## src/rtl/dmem_lsu_if.sv

```systemverilog
// dmem_lsu_if: core request/response and word-memory port of the load/store unit
interface dmem_lsu_if;
  logic        req_valid;
  logic        req_ready;
  logic        req_we;
  logic [2:0]  req_funct3;
  logic [31:0] req_addr;
  logic [31:0] req_wdata;
  logic        rsp_valid;
  logic [31:0] rsp_rdata;
  logic        rsp_err;
  logic        mem_MemRW;
  logic [31:0] mem_addr;
  logic [31:0] mem_DataW;
  logic [31:0] mem_DataR;
  modport slave (
    input  req_valid, req_we, req_funct3, req_addr, req_wdata, mem_DataR,
    output req_ready, rsp_valid, rsp_rdata, rsp_err, mem_MemRW, mem_addr, mem_DataW
  );
  modport master (
    output req_valid, req_we, req_funct3, req_addr, req_wdata, mem_DataR,
    input  req_ready, rsp_valid, rsp_rdata, rsp_err, mem_MemRW, mem_addr, mem_DataW
  );
endinterface

```

## src/rtl/dmem_lsu.sv

```systemverilog
// dmem_lsu: RV32I load/store unit driving a word-wide memory, sub-word stores via read-modify-write
module dmem_lsu #(
  parameter bit WORD_INDEX = 1'b1
) (
  input logic       clk,
  input logic       rst_n,
  dmem_lsu_if.slave bus
);
  typedef enum logic [1:0] {IDLE, RD, WR, RESP} state_t;
  state_t      state, state_nx;
  logic        we_q;
  logic [2:0]  f3_q;
  logic [1:0]  ofs_q;
  logic [31:0] wd_q, rdata_q, addr_q, dataw_q;
  logic        err_q;
  logic        acc, illegal, misal, err_in;
  logic [31:0] waddr, lane, ld, mask, merged;
  logic [4:0]  sh;
  assign acc   = bus.req_valid & (state == IDLE);
  assign waddr = WORD_INDEX ? {2'b00, bus.req_addr[31:2]} : {bus.req_addr[31:2], 2'b00};
  always_comb begin
    illegal = bus.req_we ? (bus.req_funct3 > 3'd2)
                         : (bus.req_funct3 == 3'd3 || bus.req_funct3[2:1] == 2'b11);
    misal   = (bus.req_funct3[1:0] == 2'd1 && bus.req_addr[0]) ||
              (bus.req_funct3[1:0] == 2'd2 && bus.req_addr[1:0] != 2'b00);
    err_in  = illegal | misal;
  end
  // Lane extraction for loads and lane merge for SB/SH both key off the latched byte offset
  always_comb begin
    sh     = {ofs_q, 3'b000};
    lane   = bus.mem_DataR >> sh;
    ld     = f3_q == 3'd0 ? {{24{lane[7]}}, lane[7:0]} :
             f3_q == 3'd1 ? {{16{lane[15]}}, lane[15:0]} :
             f3_q == 3'd4 ? {24'b0, lane[7:0]} :
             f3_q == 3'd5 ? {16'b0, lane[15:0]} : bus.mem_DataR;
    mask   = (f3_q[1:0] == 2'd0 ? 32'h0000_00FF : 32'h0000_FFFF) << sh;
    merged = (bus.mem_DataR & ~mask) | ((wd_q << sh) & mask);
  end
  always_ff @(posedge clk or negedge rst_n)
    if (!rst_n) state <= IDLE;
    else        state <= state_nx;
  always_comb begin
    state_nx = state == IDLE ? (!bus.req_valid ? IDLE :
                                err_in ? RESP :
                                (bus.req_we && bus.req_funct3 == 3'd2) ? WR : RD) :
               state == RD   ? (we_q ? WR : RESP) :
               state == WR   ? RESP : IDLE;
  end
  always_comb begin
    bus.req_ready = state == IDLE;
    bus.rsp_valid = state == RESP;
    bus.mem_MemRW = state == WR;
    bus.rsp_rdata = rdata_q;
    bus.rsp_err   = err_q;
    bus.mem_addr  = addr_q;
    bus.mem_DataW = dataw_q;
  end
  always_ff @(posedge clk or negedge rst_n) begin
    if (!rst_n) begin
      we_q    <= 1'b0;
      f3_q    <= 3'd0;
      ofs_q   <= 2'd0;
      wd_q    <= 32'd0;
      rdata_q <= 32'd0;
      err_q   <= 1'b0;
      addr_q  <= 32'd0;
      dataw_q <= 32'd0;
    end else begin
      if (acc) begin
        we_q    <= bus.req_we;
        f3_q    <= bus.req_funct3;
        ofs_q   <= bus.req_addr[1:0];
        wd_q    <= bus.req_wdata;
        rdata_q <= 32'd0;
        err_q   <= err_in;
        if (!err_in) addr_q <= waddr;
        if (!err_in && bus.req_we && bus.req_funct3 == 3'd2) dataw_q <= bus.req_wdata;
      end
      if (state == RD) begin
        if (we_q) dataw_q <= merged;
        else      rdata_q <= ld;
      end
    end
  end
endmodule

```

## src/flat_wrapper.sv

```systemverilog
// flat-port wrapper written by rule: the top's interface ports become plain ports
module dmem_lsu_flat 
#(
  parameter bit WORD_INDEX = 1'b1
)
  (clk, rst_n, bus_req_valid, bus_req_we, bus_req_funct3, bus_req_addr, bus_req_wdata, bus_mem_DataR, bus_req_ready, bus_rsp_valid, bus_rsp_rdata, bus_rsp_err, bus_mem_MemRW, bus_mem_addr, bus_mem_DataW);
  dmem_lsu_if bus_i ();
  input logic clk;
  input logic rst_n;
  input wire logic [$bits(bus_i.req_valid)-1:0] bus_req_valid;
  input wire logic [$bits(bus_i.req_we)-1:0] bus_req_we;
  input wire logic [$bits(bus_i.req_funct3)-1:0] bus_req_funct3;
  input wire logic [$bits(bus_i.req_addr)-1:0] bus_req_addr;
  input wire logic [$bits(bus_i.req_wdata)-1:0] bus_req_wdata;
  input wire logic [$bits(bus_i.mem_DataR)-1:0] bus_mem_DataR;
  output wire logic [$bits(bus_i.req_ready)-1:0] bus_req_ready;
  output wire logic [$bits(bus_i.rsp_valid)-1:0] bus_rsp_valid;
  output wire logic [$bits(bus_i.rsp_rdata)-1:0] bus_rsp_rdata;
  output wire logic [$bits(bus_i.rsp_err)-1:0] bus_rsp_err;
  output wire logic [$bits(bus_i.mem_MemRW)-1:0] bus_mem_MemRW;
  output wire logic [$bits(bus_i.mem_addr)-1:0] bus_mem_addr;
  output wire logic [$bits(bus_i.mem_DataW)-1:0] bus_mem_DataW;
  assign bus_i.req_valid = bus_req_valid;
  assign bus_i.req_we = bus_req_we;
  assign bus_i.req_funct3 = bus_req_funct3;
  assign bus_i.req_addr = bus_req_addr;
  assign bus_i.req_wdata = bus_req_wdata;
  assign bus_i.mem_DataR = bus_mem_DataR;
  assign bus_req_ready = bus_i.req_ready;
  assign bus_rsp_valid = bus_i.rsp_valid;
  assign bus_rsp_rdata = bus_i.rsp_rdata;
  assign bus_rsp_err = bus_i.rsp_err;
  assign bus_mem_MemRW = bus_i.mem_MemRW;
  assign bus_mem_addr = bus_i.mem_addr;
  assign bus_mem_DataW = bus_i.mem_DataW;
  dmem_lsu #(.WORD_INDEX(WORD_INDEX)) u_core (.clk(clk), .rst_n(rst_n), .bus(bus_i));
endmodule
```

## config.mk

```make
export PLATFORM = sky130hd
export DESIGN_NAME = dmem_lsu_flat
export DESIGN_NICKNAME = d
export VERILOG_FILES = /design/src/rtl/dmem_lsu_if.sv /design/src/rtl/dmem_lsu.sv /design/src/flat_wrapper.sv
export SDC_FILE = /design/constraint.sdc
export NUM_CORES = 1
export LEC_CHECK = 0
export ABC_AREA = 1
export CORE_ASPECT_RATIO = 0.8
export CORE_MARGIN = 3
export CORE_UTILIZATION = 44
export DETAILED_ROUTE_END_ITERATION = 6
export PLACE_DENSITY = 0.81
export SLEW_MARGIN = 20
export SYNTH_ARGS = -nofsm -noshare
export SYNTH_HDL_FRONTEND = slang
export SYNTH_SLANG_ARGS = --single-unit
```

## constraint.sdc

```tcl
create_clock -name clk -period 1.7 [get_ports clk]
set_clock_uncertainty 0.1 [all_clocks]
set_input_delay 0.255 -clock clk [delete_from_list [all_inputs] [get_ports clk]]
set_output_delay 0.255 -clock clk [all_outputs]
set_load 0.03 [all_outputs]
```

## Word level (Yosys, flattened, before mapping)

Cells that the tools add are included.

- Shifts and indexed selects: 3
- Reductions and logical operators: 13
- Muxes and demuxes: 20
- Eq/ne operators: 11
- Bitwise gates (word level): 7
- Order comparisons: 1

Operators with widths:

| kind | count |
|---|---|
| $mux W32 | 11 |
| $and A32 B32 Y32 | 2 |
| $shl A32 B5 Y32 | 2 |
| $not A32 Y32 | 1 |
| $or A32 B32 Y32 | 1 |
| $shr A32 B5 Y16 | 1 |
| $mux W16 | 1 |
| $mux W2 | 6 |
| $eq A2 B2 Y1 const B | 4 |
| $eq A3 B2 Y1 const B | 2 |
| $eq A3 B3 Y1 const B | 2 |
| $logic_and A1 B1 Y1 | 5 |
| $eq A2 B1 Y1 const B | 2 |
| $logic_not A2 Y1 | 2 |
| $eq A3 B1 Y1 const B | 1 |
| $gt A3 B2 Y1 const B | 1 |
| $logic_not A3 Y1 | 1 |
| $logic_or A1 B1 Y1 | 2 |
| $mux W1 | 2 |
| $reduce_and A2 Y1 | 1 |
| $reduce_bool A2 Y1 | 1 |
| $and A1 B1 Y1 | 1 |
| $logic_not A1 Y1 | 1 |
| $not A1 Y1 | 1 |
| $or A1 B1 Y1 | 1 |

- Logic and storage cells: 64
- Register bits after elaboration: 135

## Longest topological paths before layout

Gate-level depths: netlist of run 1.

- Depth after elaboration: 11
- Gate-level depth with buffers: 10

## Worst setup path after synthesis of run 1

No wires, ideal clock.

- Kind: register to register
- Start: register u_core.state[0]
- End: register u_core.wd_q[10]
- Setup slack: -0.159 ns
- Period minus slack after synthesis: 1.859 ns
- Cell stages (with the launch flop): 8
- Arrival time: 1.629 ns
- Path buffers: 2
- Setup time: 0.130 ns
- Cells stage by stage: dfrtp_1 -> inv_1 -> ha_1 -> nand2_1 -> inv_1 -> buf_2 -> buf_1 -> o21bai_1

- Cells in the longest elaborated chain, start to end: 2

RTL lines:

| item | RTL line | RTL |
|---|---|---|
| start: declaration | dmem_lsu.sv:10 | `state_t state, state_nx;` |
| start signal: assignment | dmem_lsu.sv:41 | `else state <= state_nx;` |
| $logic_not A2 Y1 | n/a |  |
| via bus_req_ready | flat_wrapper.sv:16 | `output wire logic [$bits(bus_i.req_ready)-1:0] bus_req_ready;` |
| $and A1 B1 Y1 | dmem_lsu.sv:19 | `assign acc = bus.req_valid & (state == IDLE);` |
| end signal: assignment | dmem_lsu.sv:73 | `wd_q <= bus.req_wdata;` |
| end: declaration | dmem_lsu.sv:14 | `logic [31:0] wd_q, rdata_q, addr_q, dataw_q;` |

The timed path passes the listed nets, and every way through them passes these cells.
A chain may end at the register's enable or synchronous reset.

## Worst setup path after layout of run 1

- Start: register u_core.state[1]
- End: register u_core.dataw_q[7] (netlist: u_core.bus.mem_DataW[7])

- Cells in the longest elaborated chain, start to end: 5
- Elaborated cells on any way between the ends: 6
- Classes of those cells: eq/ne (1); mux (3); bitwise (1); reduce/logical (1)

RTL lines:

| item | RTL line | RTL |
|---|---|---|
| $logic_not A2 Y1 | dmem_lsu.sv:19 |  |
| $and A1 B1 Y1 | dmem_lsu.sv:19 |  |
| $mux W32 | dmem_lsu.sv:69 | `if (acc) begin` |
| $mux W32 | dmem_lsu.sv:80 | `if (we_q) dataw_q <= merged;` |
| $mux W32 (*) | dmem_lsu.sv:79 | `if (state == RD) begin` |
| end signal: assignment | dmem_lsu.sv:77 | `if (!err_in && bus.req_we && bus.req_funct3 == 3'd2) dataw_q <= bus.req_wdata;` |
| end signal: assignment | dmem_lsu.sv:80 |  |
| end: declaration | dmem_lsu.sv:14 |  |

Mark *: on every way between the ends. The rest lies on a longest branch, timed or not.

==> results.py, run 1 <==
metrics = {
    "status": {
        "status": "finished, violations left",
        "failed_checks": "setup timing",
    },
    "synthesis": {
        "postSynthCellCount": 993,
        "syn-mean-instance-area_um2": 7.23,
        "syn-cell-area_um2": 7180,
        "synthArstFlopShare_pct": 100,
        "ys.flop_type": "dfrtp_1",
        "synth-seq-cells": 127,
        "seq_area_frac_synth_pct": 44.3,
        "synth-edff-count": 0,
        "synthTopCellsByCount": "nand2_1, inv_1, dfrtp_1, nor2_1, a21oi_1",
        "synth_top_cell_area_share_pct": 44.3,
        "synth.area.top_cells": "dfrtp_1, nand2_1, inv_1, a21oi_1, o21ai_0",
        "yosys_warnings": 0,
        "synth.largest_area_cell": "dfrtp_1",
        "yosysMostFrequentCell": "nand2_1",
        "yosysUniqueCellTypes": 34,
    },
    "route": {
        "vias": 7781,
        "wl_mm": 25.3,
        "initialDrtViolationCount": 713,
        "dr.pass1.iters": 6,
        "drc": 0,
        "vias_per_cell": 5.31,
        "wl_per_cell_um": 17.3,
        "ant_nets": 0,
    },
    "placement": {
        "port-buffer-count": 200,
        "post-dp-hpwl_mm": 17.8,
        "dpl.cell_count": 1419,
        "globalplace.congestion": 0.933,
        "place_area_um2": 9850,
    },
    "cells_and_area": {
        "fin_area_um2": 10800,
        "finalNonFillerCells": 1464,
        "antennaDiodeCount": 0,
        "fin_nets": 1343,
        "syn_to_final_growth_pct": 49.9,
        "multi_input_area_um2": 3390,
        "nFillCells": 1277,
        "post-route-util_pct": 67.9,
        "final_layout_size_suffix_gt1_share_pct": 17.7,
        "ff_latch_area_um2": 3180,
    },
    "timing": {
        "setup_tns_ps": -1610,
        "hold_violations": 0,
        "setup_slack_ps": -116,
        "rsz0062_at_grt": "yes",
        "max_freq_mhz": 551,
        "finalCritPeriodShare_pct": 107,
        "min_period_ps": 1820,
        "slew_violations": 0,
        "setup_violations": 27,
    },
    "clocking": {
        "clkTransAtPathRegs_ps": 60,
        "cts.path.max_buffers": 2,
        "cts_buffers": 17,
        "worstSkewPairLatency_ps": 430,
        "h-tree-depth": 4,
        "clock_sinks": 127,
        "root_buffer": "clkbuf_16",
        "cts_tree": "yes",
    },
    "floorplanning": {
        "die-area_um2": 17900,
        "io_pins": 203,
        "dieHeight_um": 120,
        "die_x_um": 149,
        "start_util_pct": 45.3,
        "coreArea_um2": 15900,
        "placementRows": 41,
    },
    "worst_setup_path": {
        "startpoint_type": "flip-flop",
        "max_stage_delay_ps": 410,
        "path_cells": "inv_2, ha_1, nand2_1, inv_1, buf_4, o21ai_0, a21oi_1, a21oi_2",
        "cp.arrival_ps": 2020,
        "cp_slowest_cell": "dfrtp_1",
        "worst-path-max-fanout": 6,
        "required_ps": 1910,
        "end_kind": "flip-flop",
        "worstSetupPathType": "flip-flop to flip-flop",
    },
    "pwr": {
        "power_w": 0.0207,
        "leakagePower_nw": 5.46,
        "p_per_area_nw_per_um2": 1920,
        "ir_drop_uv": 1010,
    },
    "grt": {
        "grt_pass1_wl_mm": 39.0,
        "grt_max_degree": 49,
        "grt_overflow_total": 0,
        "antenna_found_initial": 0,
        "track_usage_pct": 27.8,
        "grt_pass1_vias": 7387,
    },
    "worst_hold_path": {
        "hold_path.class": "input port to asynchronous set/reset pin",
    },
    "run": {
        "maxCapViolCount": 0,
    },
}
## path summary, 6_finish.rpt
check | from | to | slack [ps] | cells after the start
max reg2reg | u_core.state[1] | u_core.bus.mem_DataW[7] | -120 | 8
min | rst_n | u_core.bus.rsp_rdata[20] | 160 | 2
min reg2reg | u_core.bus.mem_addr[2] | u_core.bus.mem_addr[2] | 370 | 2
max | u_core.state[1] | u_core.bus.mem_DataW[7] | -120 | 8
max in group asynchronous | rst_n | u_core.bus.mem_DataW[22] | 780 | 3
min in group clk | bus_req_addr[12] | u_core.bus.mem_addr[10] | 260 | 3
## state kept, by name (all words and copies together), names as in the netlist
name and count:
u_core.f3_q 3, u_core.state 2, u_core.we_q 1, u_core.bus.rsp_rdata 32
u_core.wd_q 24, u_core.ofs_q 2, u_core.bus.rsp_err 1, u_core.bus.mem_addr 30
u_core.bus.mem_DataW 32
## cells in the final DEF (no fill, tap or decap), types with 3 or more instances in the layout
| master | instances |
|---|---|
| a21oi_1 | 65 |
| a21oi_2 | 14 |
| buf_12 | 12 |
| buf_4 | 57 |
| buf_6 | 15 |
| clkbuf_16 | 19 |
| clkdlybuf4s50_1 | 101 |
| clkinv_4 | 3 |
| dfrtp_1 | 125 |
| dlygate4sd2_1 | 95 |
| inv_1 | 125 |
| inv_2 | 8 |
| inv_4 | 3 |
| inv_6 | 4 |
| nand2_1 | 248 |
| nand2_2 | 25 |
| nand2_4 | 4 |
| nand3_1 | 10 |
| nand3_2 | 6 |
| nand4_1 | 33 |
| nor2_1 | 62 |
| nor2_2 | 23 |
| nor2_4 | 5 |
| nor3_1 | 3 |
| o211ai_1 | 7 |
| o21ai_0 | 69 |
| o21ai_1 | 54 |
| o21bai_1 | 14 |
| o22ai_1 | 8 |
## per-layer routing
layer | vias up | global-route usage, % | routed length (µm)
met5 | - | 0 | 0
met4 | 0 | 7.49 | 492
met3 | 46 | 7.12 | 2500
met2 | 399 | 43.5 | 11900
met1 | 3678 | 38.8 | 10400
li1 | 3658 | - | -
## critical path: cells and delay by family (launching register included)
kind                     cells  cell delay [ps]
AO/OA/AOI/OAI                3              480
flip-flops                   1              410
buffers and inverters        3              380
adder cells (fa/ha/maj)      1              220
AND/OR/NAND/NOR              1              100
## cells by family after synthesis
| group | count (synthesis) | synth area share, % |
|---|---|---|
| AOI/OAI and AO/OA | 236 | 18.0 |
| other | 1 | 0.0523 |
| and+or+nand+nor | 424 | 25.2 |
| buffers and inverters | 201 | 11.8 |
| adders and majority gates | 4 | 0.697 |
| DFF | 127 | 44.3 |
## timing repair
action                                  CTS  global route
hold buffers                              1             0
pin swaps                                 2             7
hold endpoints to repair                127             0
buffers inserted                          4             4
gates resized for setup                 126            78
endpoints found under the setup margin  162            97
cloned                                    1             4
## final cells by class
class                           count  area share [%]
Tap cell                          215            2.50
Timing Repair Buffer              286            26.0
Sequential cell                   127            29.6
Clock buffer                       18            3.99
Multi-Input combinational cell    666            31.5
Clock inverter                     14            1.47
Inverter                          138            4.89
## power breakdown
part           internal (W)  total (W)  switching [W]
clock network       0.00218    0.00367        0.00149
logic               0.00412     0.0115        0.00737
registers           0.00451    0.00552        0.00101
total                0.0108     0.0207        0.00986
## metrics by stage
stage	hold WS, ps	worst slack (ps)
final	156	-116
after global routing	170	-166
after CTS	153	-10.4
after detailed placement	64.9	-295
after global placement	62.8	-208
after floorplan	-141	6.83
(Power assumes the default switching activity.)
==> run 2: changes to the inputs <==
--- a/config.mk
+++ b/config.mk
@@ -6,11 +6,13 @@
 export NUM_CORES = 1
 export LEC_CHECK = 0
 export ABC_AREA = 1
+export CELL_PAD_IN_SITES_DETAIL_PLACEMENT = 1
+export CELL_PAD_IN_SITES_GLOBAL_PLACEMENT = 1
 export CORE_ASPECT_RATIO = 0.8
 export CORE_MARGIN = 3
-export CORE_UTILIZATION = 44
+export CORE_UTILIZATION = 31
 export DETAILED_ROUTE_END_ITERATION = 6
-export PLACE_DENSITY = 0.81
+export PLACE_DENSITY = 0.8
 export SLEW_MARGIN = 20
 export SYNTH_ARGS = -nofsm -noshare
 export SYNTH_HDL_FRONTEND = slang
==> results.py, run 2 (same netlist as run 1, synthesis figures left out) <==
metrics = {
    "placement": {
        "globalplace.congestion": 0.884,
        "dpl.cell_count": 1526,
        "place_ws_ps": -330,
        "port-buffer-count": 200,
        "post-dp-hpwl_mm": 21.6,
    },
    "timing": {
        "setup_slack_ps": -116,
        "hold_violations": 0,
        "setup_violations": 15,
        "rsz0062_at_grt": "yes",
        "slew_violations": 0,
        "min_period_ps": 1820,
        "finalCritPeriodShare_pct": 107,
        "max_freq_mhz": 551,
    },
    "cells_and_area": {
        "nFillCells": 2745,
        "fin_nets": 1361,
        "ff_latch_area_um2": 3180,
        "multi_input_area_um2": 3600,
        "final_common_cell": "nand2_1",
        "final_layout_size_suffix_gt1_share_pct": 21.2,
        "final_cell_mix": "nand2_1, dfrtp_1, inv_1",
        "syn_to_final_growth_pct": 56.7,
        "antennaDiodeCount": 0,
        "finalNonFillerCells": 1573,
    },
    "grt": {
        "track_usage_pct": 23.0,
        "grt_pass1_vias": 8119,
        "use_met2_pct": 37.2,
        "use_met1_pct": 31.5,
        "grt_max_degree": 48,
        "grt-busiest-layer": "met2",
        "grt_overflow_total": 0,
        "antenna_found_initial": 2,
        "grt_pass1_wl_mm": 45.1,
        "use_met3_pct": 5.17,
    },
    "floorplanning": {
        "die_x_um": 176,
        "die-area_um2": 25000,
        "start_util_pct": 31.7,
        "io_pins": 203,
        "dieHeight_um": 142,
        "coreArea_um2": 22600,
        "placementRows": 49,
    },
    "route": {
        "vias_per_cell": 5.10,
        "initialDrtViolationCount": 560,
        "dr.pass1.iters": 5,
        "wl_per_cell_um": 19.9,
        "ant_nets": 0,
        "vias": 8016,
        "wl_mm": 31.4,
        "drc": 0,
    },
    "worst_setup_path": {
        "reg2reg_depth": 10,
        "worst-path-max-fanout": 6,
        "worstSetupPathType": "flip-flop to flip-flop",
        "startpoint_type": "flip-flop",
        "cp.arrival_ps": 2010,
        "startpoint": "u_core.ofs_q[0]",
        "end_kind": "flip-flop",
        "rrSetupSlack_ps": -120,
        "r2r-start": "u_core.ofs_q[0]",
        "required_ps": 1890,
    },
    "run": {
        "maxCapViolCount": 0,
    },
    "pwr": {
        "leakagePower_nw": 5.59,
        "p_int_w": 0.0113,
        "combPwrFrac_pct": 59.5,
        "ir_drop_uv": 871,
        "power_w": 0.0223,
        "switching_share_pct": 49.3,
        "seqPwrFrac_pct": 24.7,
        "p_per_area_nw_per_um2": 1980,
        "p_clk_share_pct": 15.8,
        "p_sw_w": 0.0110,
    },
    "clocking": {
        "clkTransAtPathRegs_ps": 70,
        "worstSkewPairLatency_ps": 430,
        "cts_tree": "yes",
        "h-tree-depth": 4,
        "cts.path.max_buffers": 2,
        "root_buffer": "clkbuf_16",
        "cts_buffers": 17,
        "clock_sinks": 127,
    },
    "worst_hold_path": {
        "hold_path.class": "input port to asynchronous set/reset pin",
    },
    "status": {
        "status": "finished, violations left",
        "failed_checks": "setup timing",
    },
}
==> run 2: cell types whose count changed in the layout (fill, tap and decap cells not counted), sizes merged <==
cell | previous run | this run
buf | 87 | 104
bufinv | 2 | 0
dlygate4sd2 | 95 | 94
clkinvlp | 2 | 3
inv | 141 | 144
clkinv | 7 | 6
nand2 | 279 | 280
==> run 2: worst paths after layout <==
| kind | endpoint |
|---|---|
| min in group clk | u_core.bus.mem_addr[15] |
| max in group asynchronous | u_core.ofs_q[0] |
| max reg2reg | u_core.bus.mem_DataW[23] |
| min | u_core.bus.rsp_rdata[18] |
| min reg2reg | u_core.bus.mem_addr[28] |
| max | u_core.bus.mem_DataW[23] |
==> run 2: routing by layer <==
layer | up-vias | routed length (µm)
met1 | 3939 | 13600
li1 | 3696 | -
met4 | 4 | 764
met5 | - | 31
met2 | 318 | 14900
met3 | 59 | 2080
==> run 2: repair_timing <==
item	CTS	global route
resized for setup	120	147
cloned	1	4
hold buffers	1	0
setup buffers	1	9
pin swaps	1	18
endpoints found under the setup margin	154	98
endpoints found under the hold margin	23	0
==> run 2: cell type report <==
cell class | instances | share of cell area, %
multi-input cells | 667 | 32.0
well taps | 306 | 3.40
flip-flops and latches | 127 | 28.3
inverters | 138 | 4.74
repair buffers | 303 | 26.6
clock inverters | 15 | 1.12
clock buffers | 17 | 3.78
==> run 2: per-stage QoR <==
step	TNS (ps)	util (%)	area, µm²	hold WS, ps
2_1_floorplan	0	-	7190	-141
3_3_place_gp	-14410	44.5	10100	112
3_5_place_dp	-19480	44.5	10100	114
4_1_cts	-498	46.9	10600	215
5_1_grt	-4490	49.7	11200	237
6_report	-393	49.7	11200	211
==> run 2: worst max-delay path, cell delays in order, from the launching register on <==
cell and delay [ps]:
dfrtp_2 460, buf_12 170, nor2_4 50, buf_12 150
buf_12 130, nand2_1 60, o21ai_1 60, nand2_1 80
inv_1 40, nor3_1 340, a21oi_2 50
==> run 2: power by group through the flow <==
stage	Combinational, W	Sequential, W	Clock (W)
after CTS	0.0117	0.00544	0.00358
after detailed placement	0.0122	0.00550	0
after global placement	0.0119	0.00545	0
after global routing	0.0142	0.00569	0.00372
final	0.0133	0.00550	0.00353
after floorplan	0.00483	0.00745	0
